<file path="config.mk">
export PLATFORM = sky130hd
export DESIGN_NAME = if_fetch_ctrl
export DESIGN_NICKNAME = d
export VERILOG_FILES = /design/src/rtl/if_fetch_ctrl.sv
export SDC_FILE = /design/constraint.sdc
export NUM_CORES = 1
export LEC_CHECK = 0
export BUFFER_PORTS_ARGS = -buffer_cell sky130_fd_sc_hd__buf_2
export CORE_AREA = 8 8 127 129
export DETAILED_ROUTE_END_ITERATION = 7
export DIE_AREA = 0 0 135 137
export PLACE_DENSITY = 0.76
export SLEW_MARGIN = 20
export SYNTH_ARGS = -nofsm -noshare
export SYNTH_HDL_FRONTEND = slang
export SYNTH_SLANG_ARGS = --single-unit
</file>
<file path="constraint.sdc">
create_clock -name i_clk -period 5.2 [get_ports i_clk]
set_input_delay 0.52 -clock i_clk [delete_from_list [all_inputs] [get_ports i_clk]]
set_output_delay 0.52 -clock i_clk [all_outputs]
set_load 0.01 [all_outputs]
</file>
<file path="src/rtl/if_fetch_ctrl.sv">
// Fetch-stage controller: owns the PC, drives instruction memory, fills the IF/ID register.
// Optional misaligned-redirect trap enabled by defining IF_MISALIGN_CHK_EN.
module if_fetch_ctrl #(
    parameter logic [31:0] RESET_PC    = 32'h0000_0000,
    parameter int          BOOT_CYCLES = 2
) (
    input  logic        i_clk,
    input  logic        i_rst,
    output logic [31:0] o_imem_addr,
    input  logic [31:0] i_imem_instr,
    input  logic        i_redirect_valid,
    input  logic [31:0] i_redirect_target,
`ifdef IF_MISALIGN_CHK_EN
    output logic        o_misalign,
`endif
    output logic        o_id_valid,
    output logic [31:0] o_id_instr,
    output logic [31:0] o_id_pc,
    output logic [31:0] o_id_pc_plus4,
    input  logic        i_id_ready,
    output logic [31:0] o_fetch_cnt
);

    typedef enum logic [1:0] {S_BOOT, S_RUN, S_HALT} state_t;

    localparam logic [3:0] BOOT_INIT = 4'(BOOT_CYCLES - 1);

    state_t      state;
    logic [3:0]  boot_cnt;
    logic [31:0] pc;
    logic        load;

    assign o_imem_addr   = pc;
    assign o_id_pc_plus4 = o_id_pc + 32'd4;
    // IF/ID accepts a new word when it is empty or decode drains it this cycle
    assign load          = !o_id_valid || i_id_ready;

    always_ff @(posedge i_clk) begin
        if (i_rst) begin
            state       <= S_BOOT;
            boot_cnt    <= BOOT_INIT;
            pc          <= RESET_PC;
            o_id_valid  <= 1'b0;
            o_id_instr  <= 32'h0000_0000;
            o_id_pc     <= 32'h0000_0000;
            o_fetch_cnt <= 32'h0000_0000;
`ifdef IF_MISALIGN_CHK_EN
            o_misalign  <= 1'b0;
`endif
        end else if (state != S_HALT) begin
            if (state == S_BOOT) begin
                if (boot_cnt == 4'd0)
                    state <= S_RUN;
                else
                    boot_cnt <= boot_cnt - 4'd1;
            end
            // Redirect wins over capture and flushes whatever IF/ID holds
            if (i_redirect_valid) begin
                o_id_valid <= 1'b0;
`ifdef IF_MISALIGN_CHK_EN
                if (i_redirect_target[1:0] != 2'b00) begin
                    o_misalign <= 1'b1;
                    state      <= S_HALT;
                end else begin
                    pc <= i_redirect_target;
                end
`else
                pc <= i_redirect_target;
`endif
            end else if (state == S_RUN && load) begin
                o_id_valid  <= 1'b1;
                o_id_instr  <= i_imem_instr;
                o_id_pc     <= pc;
                pc          <= pc + 32'd4;
                o_fetch_cnt <= o_fetch_cnt + 32'd1;
            end
        end
    end

endmodule

</file>
After elaboration in Yosys (flattened, before gate mapping)
Index checks and enable logic that the tools add are counted.
- output and inout port bits: 161
- flip-flop bits (word level): 134
- word-level logic and storage cells: 26
- input port bits: 68
- reduce and logical (&&, ||, !) cells: 9
- multiplexer cells: 4
- bitwise gates (word level): 2
- $add $sub $neg: 4
- operator list (cell ; count):
    $add A32 B3 Y32 const B ; 2
    $mux W32 ; 2
    $add A32 B1 Y32 const B ; 1
    $reduce_and A2 Y1 ; 3
    $logic_not A4 Y1 ; 1
    $sub A4 B1 Y4 const B ; 1
    $logic_not A2 Y1 ; 1
    $mux W1 ; 2
    $not A1 Y1 ; 2
    $reduce_bool A2 Y1 ; 1
    $logic_and A1 B1 Y1 ; 1
    $logic_not A1 Y1 ; 1
    $logic_or A1 B1 Y1 ; 1

Logic depth before layout (Yosys ltp)
Gate-level depths: netlist of run 1.
- depth after elaboration: 5
- gate-level depth with buffers: 7

Worst setup path before layout of run 1
OpenSTA, ideal clock, no wires.
- kind: reg-to-output
- start: register o_id_pc[2]
- end: output port o_id_pc_plus4[28]
- required time: 4.680 ns
- path buffers: 1
- cell stages (with the launch flop): 7
- arrival time: 1.851 ns
- path slack: 2.829 ns
- path through: dfxtp_1 -> ha_1 -> inv_1 -> or4_1 -> buf_2 -> nor4_1 -> xor2_1
- cells in the longest elaborated chain, start to end: 1
- ends and longest elaborated chain (item ; RTL line ; text):
    start: declaration ; 18 ; output logic [31:0] o_id_pc,
    start signal: assignment ; 73 ; o_id_pc <= pc;
    $add A32 B3 Y32 ; 34 ; assign o_id_pc_plus4 = o_id_pc + 32'd4;
    end: declaration ; 19 ; output logic [31:0] o_id_pc_plus4,
No other way between the ends.

Worst setup path in the final report of run 1
- start: register o_id_pc[4]
- end: output port o_id_pc_plus4[31]
The elaborated chain is that of the path after synthesis.

==> results.yml, run 1 <==
logic_synthesis:
  synth_flop_cell: "dfxtp_1"
  syn_inst: 849
  ys_ff_latch: 134
  netlist.top_cell.by_area: "dfxtp_1"
  synth.cell_area_mm2: 0.006659
  yosysSeqAreaShare_pct: 40.29
  yosysTopAreaCellShare_pct: 40.29
  post_synth.cell_area_avg_um2: 7.843
  yosysMostFrequentCell: "nand2_1"
  synth_area_leaders: "dfxtp_1 40%, nand2_1 9.5%, a21oi_1 6.1%"
  async_flop_share_pct: 0
  synth_cell_types: 56
  syn_nets: 921
  synth_edf_count: 0
  yosysWarningCount: 0
  synth_common_cells: "168 x nand2_1, 134 x dfxtp_1, 81 x a21oi_1, 53 x nor2_1, 43 x clkbuf_1"
placement:
  dp_slack_ps: 2524
  place_congestion: 0.8442
  port_buffers: 228
  hpwl_um: 14210
outcome:
  status: "finished, final reports clean"
min_path:
  hold_end: "o_id_instr[20]"
  hold_start: "i_imem_instr[20]"
  whs_path_depth: 3
  min_path_type: "primary input to register"
clock_tree:
  clkLatencyLatePin_ps: 410
  ctsHoldBuffers: 0
  ctsResizeCount: 0
  clk_pin_slew_ps: 60
  cts-root-buf: "clkbuf_16"
  clock-sinks: 134
  cts-buffers-inserted: 17
  cts_buffer_depth: 2
  htreeDepth: 4
  postCtsSetupRepairBufs: 0
  cts_tree: "built"
floorplan:
  coreArea_mm2: 0.01420
  rows: 44
  die_h_um: 137
  io_pins: 229
  dieWidth_um: 135
  start_util_pct: 46.88
  die-area_mm2: 0.01850
timing:
  rsz0062_at_grt: "no"
  hold_viol: 0
  setup_violations: 0
  final-max-slew-violation-count: 0
  clock_skew_ps: 6.412
  final.period_utilization_pct: 59.29
  setup_tns_ps: 0
  max-slew-margin-rel_pct: 27.12
  worst_slack_ps: 2117
  fin_crit_ps: 3083
  worstMarginPinSlew_ps: 1090
  max_freq_ghz: 0.3243
  hold_ws_ps: 340.7
finish:
  utilization_pct: 59.69
  multiInputGateArea_mm2: 0.003650
  n_fill_cell: 1307
  area_delta_synth_final_pct: 27.32
  regArea_mm2: 0.002683
  nets: 1113
  drive_above_1_share_pct: 26.66
worst_setup_path:
  cp-end-kind: "output port"
  cp-startpoint: "o_id_pc[4]"
  r2r_slack_ps: 2690
  slowest_delay_ps: 780
  worstSetupPathType: "register to output port"
  cp.arrival_ps: 2560
  ff2ff_path_depth: 4
  start_kind: "register"
  cp_top_family: "simple AND/OR/NAND/NOR gates"
  r2r-start: "o_fetch_cnt[5]"
  path_buf_inv: 1
  path_max_fanout: 8
  path_cells: "nand4_2 -> nor4_2 -> nor4b_1 -> xor2_1 -> buf_2"
  worstPathRequired_ps: 4680
  cpMaxStageDelayCell: "nor4_2"
  r2r-end: "o_fetch_cnt[21]"
power_and_ir_drop:
  pwr-share-seq_pct: 40.7
  p_total_mw: 2.921
  p_switching_mw: 0.7892
  power_switching_share_pct: 27.02
  power_frac_comb_pct: 14.8
  power.share.clock_pct: 44.5
  ir_drop_v: 0.0001959
  powerDensity_mw_per_mm2: 344.6
  p_int_mw: 2.132
  p_leak_nw: 3.513
global_routing:
  grt_usage_pct: 20.95
  grt_max_degree: 99
  use_met1_pct: 25.62
  gr-usage-met2_pct: 34.89
  grt_remaining_overflow: 0
  grt_pass1_wl_um: 31860
  antenna_found_initial: 1
  use_met3_pct: 5.764
  grt_pass1_vias: 6361
  grt_busiest_layer: "met2"
routing:
  dr.pass1.iters: 6
  via_per_inst: 5.529
  vias: 6851
  drtIter0Drc: 526
  route.detailed.drc: 0
  drtAntennaViolNets: 0
  wl_per_cell_um: 16.11
  wirelength_um: 19970
job:
  cap_violations: 0
[state kept, by name, summed over array words and instances, names as in the netlist]
register,count
boot_cnt,4
state,1
o_fetch_cnt,32
o_id_valid,1
o_id_instr,32
o_imem_addr,32
o_id_pc,32
[tightest hold or removal path, delay by kind of cell]
family	cells	cell delay, ps
AOI/OAI and AO/OA	1	50
and+or+nand+nor	1	40
buffers and inverters	1	90
[power by group through the flow]
| stage | Clock, mW | Combinational (mW) | Sequential [mW] |
|---|---|---|---|
| global placement | 0 | 0.433 | 1.21 |
| global route | 1.37 | 0.483 | 1.20 |
| finish | 1.30 | 0.432 | 1.19 |
| detailed placement | 0 | 0.437 | 1.21 |
| CTS | 1.32 | 0.438 | 1.19 |
| floorplan | 0 | 0.263 | 1.21 |
[kinds of logic after synthesis]
kind of cell | count (synthesis) | synth area share [%]
and+or+nand+nor | 414 | 31.34
AOI/OAI and AO/OA | 158 | 14.84
DFF | 134 | 40.29
buffers and inverters | 84 | 5.054
xor gates and xnor gates | 41 | 5.393
muxes | 14 | 2.330
adders and majority gates | 4 | 0.7516
[per-stage QoR]
step                      area, um2  instances
after global routing           8478       1239
after detailed placement       7830       1206
final                          8478       1239
after floorplan                6659        849
after CTS                      8476       1238
after global placement         7830       1206
[cells in the final DEF (no fill, tap or decap), drive strengths merged, types with 4 or more instances in the layout]
cell type	n
inv	24
mux2	12
a211oi	13
nor4	24
bufinv	4
a311oi	10
or3	13
xor2	16
nor2b	18
a21oi	81
o21ai	18
a2111oi	6
clkbuf	25
dfxtp	134
buf	232
o31ai	14
nor2	53
nand2	168
nor4b	4
and2	4
and3	11
nand4	32
nand3	31
nor3	17
ha	4
or4	17
and4	15
xnor2	25
[per-layer routing]
metal  routed length [um]  share of wire (%)
met5                    0                  0
met4                  271                1.4
met3                 1616                8.1
met2                 9541                 48
met1                 8536                 43
[how the worst max path moves through the flow]
stage / endpoint / slack, ps / depth (start not counted)
after global routing: o_id_pc_plus4[31] / 1940 / 5
final: o_id_pc_plus4[31] / 2120 / 5
after CTS: o_id_pc_plus4[31] / 2090 / 5
after global placement: o_fetch_cnt[17] / 2530 / 5
after detailed placement: o_fetch_cnt[17] / 2520 / 5
after floorplan: o_id_pc_plus4[28] / 2830 / 6
[final cells by class]
cell class | count | share of cell area, %
antenna | 1 | 0.02952
sequential | 134 | 31.64
clock buffer | 25 | 5.962
timing repair buffer | 232 | 13.84
multi-input combinational | 631 | 43.05
inverter | 25 | 1.107
clock inverter | 7 | 1.653
tap | 184 | 2.715
Note: power is estimated with default switching activity, not from simulation.
==> inputs of run 2 (changes only) <==
clock period = 3.2 ns   (was 5.2 ns; I/O delays follow)
==> run 2 against run 1 <==
Against the previous run: sequential share of layout area about the same; sequential power up 62%; die area unchanged; largest cell class unchanged; first-iteration DRC count up 11%; critical endpoint is now o_id_pc_plus4[30]; final cell count up 0.32%; design area about the same; non-clock buffer count up 5; core utilization about the same.
==> results.yml, run 2 (same netlist as run 1, synthesis figures left out) <==
finish:
  drive_above_1_share_pct: 27.01
  layout_common_cells: "227 x buf_2, 167 x nand2_1, 134 x dfxtp_1, 81 x a21oi_1, 52 x nor2_1"
  area_delta_synth_final_pct: 27.23
  nets: 1118
  n_antenna_cell: 0
  final_common_cell: "buf_2"
  finalNonFillerCells: 1243
power_and_ir_drop:
  pwr-share-seq_pct: 41.8
  p_leak_nw: 3.524
  power.share.clock_pct: 42.6
  power_switching_share_pct: 27.91
  p_int_mw: 3.323
  p_switching_mw: 1.286
  ir_drop_v: 0.0004337
  powerDensity_mw_per_mm2: 544.0
  power_frac_comb_pct: 15.5
timing:
  final-max-slew-violation-count: 0
  hold_viol: 0
  setup_violations: 0
  final.period_utilization_pct: 90.37
  max-slew-margin-rel_pct: 40.46
  fin_crit_ps: 2892
  max_freq_ghz: 0.3458
  worstMarginPinSlew_ps: 886.2
  rsz0062_at_grt: "no"
  setup_tns_ps: 0
  clock_skew_ps: 7.914
global_routing:
  grt_max_degree: 61
  grt_pass1_wl_um: 31770
  grt_usage_pct: 21.00
  grt_pass1_vias: 6286
  grt_remaining_overflow: 0
  antenna_found_initial: 1
clock_tree:
  cts_buffer_depth: 2
  ctsHoldBuffers: 0
  clock-sinks: 134
  cts-buffers-inserted: 17
  htreeDepth: 4
  clk_pin_slew_ps: 50
  ctsResizeCount: 0
  cts_tree: "built"
  postCtsSetupRepairBufs: 0
  cts-root-buf: "clkbuf_16"
  clkLatencyLatePin_ps: 420
worst_setup_path:
  path_max_fanout: 8
  worstSetupPathType: "register to output port"
  cp.arrival_ps: 2570
  cp-end-kind: "output port"
  worstPathRequired_ps: 2880
  start_kind: "register"
  r2r_slack_ps: 900
placement:
  port_buffers: 228
  dp.cells: 1211
  hpwl_um: 14410
  place_congestion: 0.8591
routing:
  wirelength_um: 20020
  drtIter0Drc: 584
  dr.pass1.iters: 5
  wl_per_cell_um: 16.11
  route.detailed.drc: 0
  drtAntennaViolNets: 0
  vias: 6880
  via_per_inst: 5.535
floorplan:
  start_util_pct: 46.88
  die-area_mm2: 0.01850
  rows: 44
  dieWidth_um: 135
  coreArea_mm2: 0.01420
  die_h_um: 137
  io_pins: 229
min_path:
  min_path_type: "primary input to register"
job:
  cap_violations: 0
outcome:
  status: "finished, final reports clean"
## run 2: path summary, 6_finish.rpt
check	start	endpoint	cells after the start
min reg2reg	o_id_instr[27]	o_id_instr[27]	2
min	i_imem_instr[8]	o_id_instr[8]	3
max	o_id_pc[2]	o_id_pc_plus4[30]	6
max reg2reg	state[0]	o_fetch_cnt[29]	4
## run 2: routing by layer
| layer | global-route usage (%) | up-vias | share of wire [%] |
|---|---|---|---|
| met5 | 0 | - | 0.050 |
| met4 | 7.773 | 2 | 1.8 |
| met3 | 6.498 | 32 | 9.3 |
| met2 | 34.09 | 261 | 47 |
| met1 | 25.67 | 3157 | 41 |
| li1 | - | 3428 | - |
## run 2: power by group through the flow
stage / registers [mW] / logic [mW] / clock network (mW)
final: 1.93 / 0.716 / 1.97
after global routing: 1.95 / 0.800 / 2.07
after CTS: 1.93 / 0.726 / 2.00
after detailed placement: 1.96 / 0.723 / 0
after global placement: 1.96 / 0.714 / 0
after floorplan: 1.97 / 0.427 / 0
## run 2: final cells by class
cell class	count	area, um2
Fill cell	1355	5732
Multi-Input combinational cell	631	3650
Sequential cell	134	2683
Timing Repair Buffer	237	1224
Clock buffer	22	464.2
Tap cell	184	230.2
Clock inverter	10	127.6
Inverter	25	93.84
## run 2: critical path: stages (launching register included)
cell and delay, ps:
dfxtp_1 420, ha_1 260, inv_1 110, or4_1 720, nor4_1 330, xor2_1 170
buf_2 140
## run 2: per-stage QoR
| step | setup slack (ps) | cell area [um2] | hold WS (ps) | util, % | total power, mW |
|---|---|---|---|---|---|
| floorplan | 1029 | 6659 | 456.0 | - | 2.394 |
| finish | 308.3 | 8472 | 139.2 | 59.65 | 4.609 |
| global route | 134.2 | 8472 | 131.5 | 59.65 | 4.819 |
| CTS | 275.0 | 8472 | 121.8 | 59.65 | 4.653 |
| global placement | 852.8 | 7880 | 438.7 | 55.48 | 2.672 |
| detailed placement | 727.6 | 7880 | 443.1 | 55.48 | 2.684 |
